$ cat config.mk
export PLATFORM = sky130hd
export DESIGN_NAME = btn_input
export DESIGN_NICKNAME = d
export VERILOG_FILES = /design/src/rtl/btn_pkg.sv /design/src/rtl/btn_debounce.sv /design/src/rtl/btn_input.sv
export SDC_FILE = /design/constraint.sdc
export NUM_CORES = 1
export LEC_CHECK = 0
export ABC_AREA = 1
export CORE_MARGIN = 1
export CORE_UTILIZATION = 50
export DETAILED_ROUTE_END_ITERATION = 8
export GPL_TIMING_DRIVEN = 1
export MAX_ROUTING_LAYER = met4
export PLACE_DENSITY = 0.72
export SYNTH_ARGS = -nofsm -noshare
export SYNTH_HDL_FRONTEND = slang
export SYNTH_HIERARCHICAL = 1
export SYNTH_SLANG_ARGS = --single-unit
$ cat constraint.sdc
create_clock -name clk -period 1.6 [get_ports clk]
set_input_delay 0.32 -clock clk [delete_from_list [all_inputs] [get_ports clk]]
set_output_delay 0.32 -clock clk [all_outputs]
set_load 0.05 [all_outputs]
$ cat src/rtl/btn_pkg.sv
// rtl/btn_pkg.sv - shared constants for the button input peripheral
package btn_pkg;

    // Default debounce window: 10 ms at 25 MHz.
    localparam int DEFAULT_CYCLES = 250000;

    // Register offsets from the peripheral base address.
    localparam logic [1:0] REG_LEVEL   = 2'd0;
    localparam logic [1:0] REG_PRESS   = 2'd1;
    localparam logic [1:0] REG_RELEASE = 2'd2;
    localparam logic [1:0] REG_MASK    = 2'd3;

endpackage

$ cat src/rtl/btn_debounce.sv
// rtl/btn_debounce.sv - single-bit debouncer with rise/fall event pulses
//   clk, reset : clock, asynchronous active-high reset
//   in_sync    : already-synchronised input level
//   stable     : debounced level
//   rise, fall : one-cycle pulses, high in the cycle before stable changes
module btn_debounce
    import btn_pkg::*;
#(
    parameter int CYCLES = DEFAULT_CYCLES
) (
    input  logic clk,
    input  logic reset,
    input  logic in_sync,
    output logic stable,
    output logic rise,
    output logic fall
);

    localparam int CW = $clog2(CYCLES);
    localparam logic [CW-1:0] LAST = CW'(CYCLES - 1);

    logic [CW-1:0] count;
    logic          accept;

    // The accept decision looks at the current sample, so a toggle back on
    // the final count cycle is simply treated as "equal again" and dropped.
    assign accept = (in_sync != stable) && (count == LAST);
    assign rise   = accept && in_sync;
    assign fall   = accept && !in_sync;

    always_ff @(posedge clk or posedge reset) begin
        if (reset) begin
            stable <= 1'b0;
            count  <= '0;
        end else if (in_sync == stable) begin
            count <= '0;
        end else if (count == LAST) begin
            stable <= in_sync;
            count  <= '0;
        end else begin
            count <= count + 1'b1;
        end
    end

endmodule

$ cat src/rtl/btn_input.sv
// rtl/btn_input.sv - memory-mapped debounced button input with sticky events and irq
//   clk, reset : clock, asynchronous active-high reset
//   btn        : raw button levels, asynchronous to clk
//   strobe, rw : bus access qualifier, 1 = write
//   addr, d_in : bus word address, write data
//   d_out      : registered read data
//   irq        : level interrupt, |(PRESS & MASK)
module btn_input
    import btn_pkg::*;
#(
    parameter int          BITS   = 7,
    parameter int          CYCLES = DEFAULT_CYCLES,
    parameter logic [31:0] BASE   = 32'h0000_0100
) (
    input  logic            clk,
    input  logic            reset,
    input  logic [BITS-1:0] btn,
    input  logic            strobe,
    input  logic            rw,
    input  logic [31:0]     addr,
    input  logic [31:0]     d_in,
    output logic [31:0]     d_out,
    output logic            irq
);

    logic [BITS-1:0] sync_meta;
    logic [BITS-1:0] sync_q;
    logic [BITS-1:0] level;
    logic [BITS-1:0] rise_v;
    logic [BITS-1:0] fall_v;
    logic [BITS-1:0] press_q;
    logic [BITS-1:0] release_q;
    logic [BITS-1:0] mask_q;
    logic [BITS-1:0] wr_bits;
    logic [BITS-1:0] press_clr;
    logic [BITS-1:0] release_clr;
    logic [31:0]     offset;
    logic [31:0]     rd_data;
    logic            hit;
    logic            wr_en;
    logic            rd_en;

    // Unsigned subtraction makes any address below BASE wrap to a large
    // offset, so a single compare covers both ends of the window.
    assign offset  = addr - BASE;
    assign hit     = (offset < 32'd4);
    assign wr_en   = strobe & rw & hit;
    assign rd_en   = strobe & ~rw & hit;
    assign wr_bits = d_in[BITS-1:0];

    generate
        if (BITS < 32) begin : g_pad
            logic unused_hi;
            assign unused_hi = ^d_in[31:BITS];
        end
    endgenerate

    assign press_clr   = (wr_en && offset[1:0] == REG_PRESS)   ? wr_bits : '0;
    assign release_clr = (wr_en && offset[1:0] == REG_RELEASE) ? wr_bits : '0;

    generate
        for (genvar i = 0; i < BITS; i++) begin : g_bit
            btn_debounce #(.CYCLES(CYCLES)) u_deb (
                .clk     (clk),
                .reset   (reset),
                .in_sync (sync_q[i]),
                .stable  (level[i]),
                .rise    (rise_v[i]),
                .fall    (fall_v[i])
            );
        end
    endgenerate

    always_comb begin
        rd_data = '0;
        case (offset[1:0])
            REG_LEVEL:   rd_data[BITS-1:0] = level;
            REG_PRESS:   rd_data[BITS-1:0] = press_q;
            REG_RELEASE: rd_data[BITS-1:0] = release_q;
            REG_MASK:    rd_data[BITS-1:0] = mask_q;
            default:     rd_data = '0;
        endcase
    end

    always_ff @(posedge clk or posedge reset) begin
        if (reset) begin
            sync_meta <= '0;
            sync_q    <= '0;
            press_q   <= '0;
            release_q <= '0;
            mask_q    <= '0;
            d_out     <= '0;
            irq       <= 1'b0;
        end else begin
            sync_meta <= btn;
            sync_q    <= sync_meta;
            // New events are OR-ed in after the clear, so a coincident
            // event keeps its bit set.
            press_q   <= (press_q & ~press_clr) | rise_v;
            release_q <= (release_q & ~release_clr) | fall_v;
            if (wr_en && offset[1:0] == REG_MASK) begin
                mask_q <= wr_bits;
            end
            if (rd_en) begin
                d_out <= rd_data;
            end
            irq <= |(press_q & mask_q);
        end
    end

endmodule

* Word-level counts from Yosys, hierarchy flattened
Index checks and enable logic that the tools add are counted.
Cells by class: add/sub/neg operators 8, $mul 0, divide/modulo/power cells 0, magnitude comparators 1, eq/ne operators 24, shifts and indexed selects 0, mux-type cells 17, bitwise logic cells 19, reductions and logical operators 40
Operators by type and width (number):
- 2-to-1 mux 18 bit | 14
- adder 18 x 1 -> 18 bit, second input constant | 7
- equality test 18 bit, second input constant | 7
- < comparator 32 x 3 -> 1 bit, second input constant | 1
- subtractor 32 x 9 -> 32 bit, second input constant | 1
- case mux 7 bit (4 select lines) | 1
- logical AND 1 bit | 24
- AND 7 bit | 3
- 2-to-1 mux 7 bit | 2
- NOT 7 bit | 2
- OR 7 bit | 2
- AND reduction 2 bit | 7
- NOT 1 bit | 8
- equality test 1 bit | 7
- zero test 1 bit | 7
- inequality test 1 bit | 7
- OR reduction 7 bit | 1
- AND 1 bit | 4
- equality test 2 bit, second input constant | 2
- equality test 2 x 1 -> 1 bit, second input constant | 1
- zero test 2 bit | 1
Word-level totals: register bits after elaboration 176, bits in latches 0, RAM bits 0, bits in read-only memories 0, input port bits 75, output and inout port bits 33, logic and storage cells 130, memories kept 0

* Depth between registers and ports, before layout
depth after elaboration 8, gate-level depth with buffers 15, gate-level depth less buffers 14

* By module
The synthesis kept the hierarchy.
Modules (own cells, without submodules):
- btn_debounce | instances 7, cells each 140, area each 1106.1 µm², sequential area each 475.5 µm²
- btn_input | instances 1, cells each 324, area each 2542.4 µm², sequential area each 1076.0 µm²

* Worst setup path before layout
No wires, ideal clock.
kind in2reg, start input addr[9], end register mask_q[0], library setup time 117 ps, arrival 1618 ps, path slack -136 ps, stages on the path 15, path through nor2_1 -> nand2_1 -> nor2_4 -> nand2_1 -> nand2_1 -> nand2_1 -> nor2_1 -> nand2_1 -> nor2_2 -> nand2_2 -> nor2_8 -> nand3_4 -> buf_6 -> nand2_1 -> o21ai_2
Between the ends: word-level cells in the longest chain between the ends 4
RTL lines:
- from (decl) | line btn_input.sv:20 | input logic [31:0] addr,
- subtractor 32 x 9 -> 32 bit | line btn_input.sv:45 | assign offset = addr - BASE;
- < comparator 32 x 3 -> 1 bit | line btn_input.sv:46 | assign hit = (offset < 32'd4);
- AND 1 bit | line btn_input.sv:47 | assign wr_en = strobe & rw & hit;
- logical AND 1 bit | line btn_input.sv:101 | if (wr_en && offset[1:0] == REG_MASK) begin
- to (signal assigned) | line btn_input.sv:102 | mask_q <= wr_bits;
- to (decl) | line btn_input.sv:33 | logic [BITS-1:0] mask_q;
Every way passes these cells. A chain may end at the register's enable or synchronous reset.

* Worst setup path after layout
start input addr[8], end register d_out[5]
Between the ends: word-level cells in the longest chain between the ends 3
RTL lines:
- subtractor 32 x 9 -> 32 bit | line btn_input.sv:45
- < comparator 32 x 3 -> 1 bit | line btn_input.sv:46
- AND 1 bit | line btn_input.sv:48 | assign rd_en = strobe & ~rw & hit;
- to (signal assigned) | line btn_input.sv:105 | d_out <= rd_data;
- to (decl) | line btn_input.sv:22 | output logic [31:0] d_out,
Every way passes these cells.

==> impl_metrics.env <==
export IMPL_fin_nets=1507
export IMPL_clkSinkCount=176
export IMPL_yosysMostFrequentCell="nor2_1"
export IMPL_async_flop_share_pct=100
export IMPL_power_density_mw_per_mm2=758
export IMPL_ctsHoldBuffers=0
export IMPL_drc=0
export IMPL_synthToLayoutAreaGrowth_pct=19.9
export IMPL_r2r_slack_ns=0.12
export IMPL_hold_ws_ns=0.332
export IMPL_final_max_slew_viol_count=0
export IMPL_dr_pass1_iters=5
export IMPL_fin_skew_ns=0.0120
export IMPL_max_slew_margin_rel_pct=56.1
export IMPL_cap_violations=0
export IMPL_drive_gt1_share_pct=21.0
export IMPL_cp_max_fo=7
export IMPL_slowest_stage="nor2_8"
export IMPL_cts_tree="yes"
export IMPL_clkTransAtPathRegs_ns=0.06
export IMPL_violations="negative setup slack"
export IMPL_synth_edf_count=0
export IMPL_ys_seq_elements=176
export IMPL_final_setup_tns_ns=-0.334
export IMPL_vdd_drop_max_v=0.000613
export IMPL_synth_top_cell_area_share_pct=42.8
export IMPL_endpoint_kind="register"
export IMPL_ys_seq_area_share_pct=42.8
export IMPL_syn_area_mm2=0.0103
export IMPL_post_dp_cell_area_mm2=0.0114
export IMPL_crit_chain="buf_6 -> inv_1 -> nor2_1 -> nand2_1 -> nor2b_2 -> nand2_1 -> nor2_1 -> nand3_2 -> nor2_2 -> nand2_2 -> nor2_8 -> buf_4 -> nand2_4 -> o21ai_2"
export IMPL_worst_pin_slew_ns=0.656
export IMPL_htreeDepth=4
export IMPL_initial_core_util_pct=51.0
export IMPL_grtUsageTotal_pct=22.7
export IMPL_r2r_start="g_bit[5].u_deb/count[0]$_DFF_PP0_"
export IMPL_die_h_um=145
export IMPL_die_area_mm2=0.0211
export IMPL_synth_area_per_cell_um2=7.89
export IMPL_rsz0062_at_grt="true"
export IMPL_yosys_warnings=6
export IMPL_io_pins=108
export IMPL_vias_per_cell=4.98
export IMPL_core_area_mm2=0.0202
export IMPL_numCtsBuffers=17
export IMPL_grt_max_degree=27
export IMPL_grt_pass1_wl_um=38400
export IMPL_r2r_cells=6
export IMPL_final_setup_worst_slack_ns=-0.0418
export IMPL_drt_total_wl_um=22200
export IMPL_cp_required_ns=1.94
export IMPL_vias=8499
export IMPL_p_leak_uw=0.00533
export IMPL_worst_setup_path_type="in -> reg"
export IMPL_synthTopCellsByCount="nor2_1, nand2_1, dfrtp_1, inv_1, nand3_1"
export IMPL_min_path_type="in -> reg"
export IMPL_synthCells=1304
export IMPL_synth_area_top_cells="dfrtp_1, nor2_1, nand2_1, inv_1, nand3_1"
export IMPL_arrival_ns=1.98
export IMPL_startpoint_type="input pin"
export IMPL_status="complete, but fails checks"
export IMPL_setup_violations_final=16
export IMPL_ant_nets=0
export IMPL_gp_congestion=0.921
export IMPL_r2r_end="g_bit[5].u_deb/count[11]$_DFF_PP0_"
export IMPL_synth_largest_area_cell="dfrtp_1"
export IMPL_place_hpwl_um=15900
export IMPL_synthFlopType="dfrtp_1"
export IMPL_grt_pass1_vias=8197
export IMPL_period_needed_ns=1.64
export IMPL_wl_per_cell_um=13.0
export IMPL_critPathLaunch="addr[8]"
export IMPL_stdcell_area_mm2=0.0123
export IMPL_cp_endpoint="d_out[5]$_DFFE_PP0P_"
export IMPL_ys_types=36
export IMPL_io_buffer_count=57
export IMPL_drt_iter0_drc=426
export IMPL_hold_viol_final=0
export IMPL_antenna_found_initial=0
export IMPL_period_share_pct=103
export IMPL_clockRootBuffer="clkbuf_16"
export IMPL_grt_overflow_total=0
export IMPL_rows=52
export IMPL_crit_path_max_incr_delay_ns=0.24
export IMPL_die_x_um=145
export IMPL_clkLatencyLatePin_ns=0.42
export IMPL_diodes=0
export IMPL_timing_fmax_ghz=0.609
export IMPL_clock_path_buffers=2
==> how the worst min path moves through the flow <==
stage | startpoint | endpoint | slack [ns] | cells after the start
after CTS | btn[1] | sync_meta[1]$_DFF_PP0_ | 0.31 | 1
after global routing | btn[2] | sync_meta[2]$_DFF_PP0_ | 0.31 | 1
after global placement | sync_meta[2]$_DFF_PP0_ | sync_q[2]$_DFF_PP0_ | 0.33 | 0
after detailed placement | sync_meta[0]$_DFF_PP0_ | sync_q[0]$_DFF_PP0_ | 0.34 | 0
after floorplan | reset | g_bit[0].u_deb/count[0]$_DFF_PP0_ | 0.27 | 1
final | btn[2] | sync_meta[2]$_DFF_PP0_ | 0.33 | 1
==> routing by layer <==
metal | GRT usage, % | part of all wire (%) | vias to the layer above
met3 | 3.86 | 4.1 | 23
met4 | 4.95 | 0.80 | 0
li1 | - | - | 4295
met1 | 29.5 | 46 | 3986
met5 | - | 0 | -
met2 | 37.2 | 49 | 195
==> registers in the layout (all words and copies together) (netlist names) <==
signal and flops:
release_q 7, sync_meta 7, sync_q 7, mask_q 7
g_bit.u_deb/count 126, g_bit.u_deb/stable 7, d_out 7, irq 1
press_q 7
==> per-stage QoR <==
stage                     util [%]  total power (uW)  instances  setup WS (ns)
final                         61.2              9350       1707        -0.0418
after floorplan                  -              5120       1328         -0.116
after CTS                     60.4              9460       1704       0.000535
after detailed placement      56.7              5400       1664         -0.895
after global placement        56.7              5390       1664         -0.809
after global routing          61.2              9730       1707         -0.175
==> power by group <==
part,internal (uW),switching [uW]
combinational,273,529
sequential,4510,43.2
clock,2310,1680
==> logic make-up after synthesis <==
kind of cell / synth area share [%]
xor+xnor: 6.22
simple gates: 36.4
fa+ha+maj: 0.852
flops: 42.8
compound gates: 6.20
buf+inv: 7.52
other cells: 0.0365
==> critical path, delay by kind of cell <==
family                 cells  cell delay, ns
AOI/OAI and AO/OA          1            0.16
buffers and inverters      3            0.33
and+or+nand+nor           10            1.15
==> final cells by class <==
cell class	instances	area, um^2
clock buffers	24	492
clock inverters	7	77.6
fillers	1724	7840
inverters	145	544
multi-input cells	978	5520
flip-flops and latches	176	4400
well taps	270	338
repair buffers	107	962
==> placed cells by master, fill, tap and decap left out, types with 17 or more instances in the layout <==
cell,n
buf_4,52
conb_1,25
nor3_1,22
clkbuf_16,17
xnor2_1,29
nand2_1,235
inv_1,135
nand2_2,42
nor2_4,52
nor2_1,251
nand3_1,91
nand4_1,27
clkdlybuf4s50_1,20
dfrtp_1,176
xor2_1,43
nor2_2,41
==> timing repair <==
action                     in CTS  in global routing
cloned                          2                  1
buffers inserted                7                  2
setup endpoints to repair      28                 47
resized for setup             144                 46
pin swaps                      56                 20
Note: power is estimated with default switching activity, not from simulation.
==> RTL edit (config.mk and constraints unchanged) <==
Add an input register stage for `btn`, `strobe`, `rw`, `addr` and `d_in`, cleared by the reset; this delays them by one clock.
--- a/src/rtl/btn_input.sv
+++ b/src/rtl/btn_input.sv
@@ -23,6 +23,28 @@
     output logic            irq
 );
 
+    logic [BITS-1:0] btn_q;
+    logic strobe_q;
+    logic rw_q;
+    logic [31:0] addr_q;
+    logic [31:0] d_q;
+
+    always_ff @(posedge clk or posedge reset) begin
+        if (reset) begin
+            btn_q    <= '0;
+            strobe_q <= '0;
+            rw_q     <= '0;
+            addr_q   <= '0;
+            d_q      <= '0;
+        end else begin
+            btn_q    <= btn;
+            strobe_q <= strobe;
+            rw_q     <= rw;
+            addr_q   <= addr;
+            d_q      <= d_in;
+        end
+    end
+
     logic [BITS-1:0] sync_meta;
     logic [BITS-1:0] sync_q;
     logic [BITS-1:0] level;
@@ -42,16 +64,16 @@
 
     // Unsigned subtraction makes any address below BASE wrap to a large
     // offset, so a single compare covers both ends of the window.
-    assign offset  = addr - BASE;
+    assign offset  = addr_q - BASE;
     assign hit     = (offset < 32'd4);
-    assign wr_en   = strobe & rw & hit;
-    assign rd_en   = strobe & ~rw & hit;
-    assign wr_bits = d_in[BITS-1:0];
+    assign wr_en   = strobe_q & rw_q & hit;
+    assign rd_en   = strobe_q & ~rw_q & hit;
+    assign wr_bits = d_q[BITS-1:0];
 
     generate
         if (BITS < 32) begin : g_pad
             logic unused_hi;
-            assign unused_hi = ^d_in[31:BITS];
+            assign unused_hi = ^d_q[31:BITS];
         end
     endgenerate
 
@@ -92,7 +114,7 @@
             d_out     <= '0;
             irq       <= 1'b0;
         end else begin
-            sync_meta <= btn;
+            sync_meta <= btn_q;
             sync_q    <= sync_meta;
             // New events are OR-ed in after the clear, so a coincident
             // event keeps its bit set.
Check against the original RTL: not equivalent (Yosys sat finds a counterexample within 4 cycles, from zero or initial values and one cycle with reset high).
==> RTL edit against the unedited design <==
The run still ends with setup timing left. Synthesized area grew 13%. First-iteration DRC count is 0.23% higher. Critical path depth increased by 1. Routed wire length grew 3.3%. Sequential share of layout area is 5.0 points higher. Register-to-register slack got worse by 590 ps. Total power rose by 31%. Worst setup slack worse by 430 ps. Sequential cell count is 48 higher. Final area up 12%. Highest routed layer unchanged.
==> RTL edit: results (changes against the unedited design) <==
TNS Setup -12100 ps (was -334 ps); first-pass GRT wire length 40000 um (was 38400 um); Reg power frac 47.9% (was 48.7%); vias in the first global route 8564 (was 8197); tap cells 285 (was 270); Placed Area 12800 um2 (was 11400 um2); syn_area_per_cell 8.47 um2 (was 7.89 um2); Num CTS Buffers 24 (was 17); Placed Instances 1744 (was 1664); pre-CTS setup slack -442 ps (was -895 ps); Multi-input gate area 5350 um2 (was 5520 um2); setup violators final 28 (was 16); Distinct cells, synth 34 (was 36); Register Area 5610 um2 (was 4400 um2); Synth area leaders dfrtp_1 (48%), nor2_1 (8.7%), nand2_1 (8.5%), inv_1 (4.9%), nand3_1 (4.2%) (was dfrtp_1 (43%), nor2_1 (9.9%), nand2_1 (9.4%), inv_1 (5.3%), nand3_1 (4.7%)); Buffers excl. clock 105 (was 107); Combinational Power Share 6.0% (was 8.6%); relative slew slack 53.7% (was 56.1%); CP peak stage delay 410 ps (was 240 ps); Clock Sinks 224 (was 176); worst-skew pair later-pin latency 520 ps (was 420 ps); Hold Crit Depth 1 (unchanged); Hold WS 240 ps (was 332 ps); Fillers 1984 (was 1724); Hold WC Path Type in -> reg (unchanged); Synth async-reset ratio 100% (unchanged); Lkg Pwr 0.00608 uW (was 0.00533 uW); Final HPWL DP 16900 um (was 15900 um); Synth top cells by count nor2_1 (269), nand2_1 (263), dfrtp_1 (224) (was nor2_1 (271), nand2_1 (257), dfrtp_1 (176)); final setup margin -467 ps (was -41.8 ps); Peak VDD IR 0.000825 V (was 0.000613 V); largest registers g_bit.u_deb/count: 126 flops, addr_q: 32 flops; Worst Setup SP addr_q[15] (was addr[8]); Non-clk invs 151 (was 145); GRT Resource Usage Total 21.0% (was 22.7%); Hold Path Sink btn_q[2] (was sync_meta[2]); failing checks setup timing (unchanged); DRT iter0 DRCs 427 (was 426); status finished, violations left (unchanged); post_cts resized 9 (was 144); Layout Nets 1575 (was 1507); root buffer cell clkbuf_16 (unchanged); WL per Instance 12.8 um (was 13.0 um); Setup Skew 7.65 ps (was 12.0 ps); WL final 23000 um (was 22200 um); CLK BUF 34 (was 24); Internal 9500 uW (was 7100 uW); Signal buf overhead 7.69% (was 7.80%); largest net degree at the start of global routing 43 (was 27); post-CTS setup buffers 6 (was 7); Worst EP arrival 2460 ps (was 1980 ps); sequential share of the synthesized area 48.4% (was 42.8%); capture point of the worst reg-to-reg path d_out[3] (was g_bit[5].u_deb/count[11]); Final Core Density 60.6% (was 61.2%); CTS Buffer Depth 3 (was 2); share of cells above drive strength 1 17.2% (was 21.0%); Max H-tree Level 1 (was 4); Reg2Reg Depth 15 (was 6); P_sw 2780 uW (was 2250 uW); multi-input gates 987 (was 978)
[RTL edit: cell count changes after synthesis, sizes merged, moves of 3 or more]
cell,unedited run,this run
a22o,5,2
dfrtp,176,224
inv,145,150
nand2,288,299
nand4,27,30
[RTL edit: logic make-up (layout without fill, tap and decap cells)]
group | Yosys count | in the layout | share of synthesized area (%)
other cells | 1 | 25 | 0.0324
compound gates | 71 | 71 | 5.26
flops | 224 | 224 | 48.4
simple gates | 810 | 812 | 33.2
xor+xnor | 72 | 72 | 5.44
fa+ha+maj | 7 | 7 | 0.756
buf+inv | 182 | 300 | 6.90
[RTL edit: worst max-delay path, delay by kind of cell (launching register included)]
family,cells,cell delay (ps)
flip-flops,1,410
buffers and inverters,1,150
AO/OA/AOI/OAI,1,60
AND/OR/NAND/NOR,13,1330
[RTL edit: routing by layer]
metal	track usage (%)	vias to the layer above	part of all wire [%]
li1	-	4508	-
met1	28.0	4166	45
met2	33.6	181	48
met3	2.61	43	4.4
met4	6.33	0	2.8
met5	-	-	0
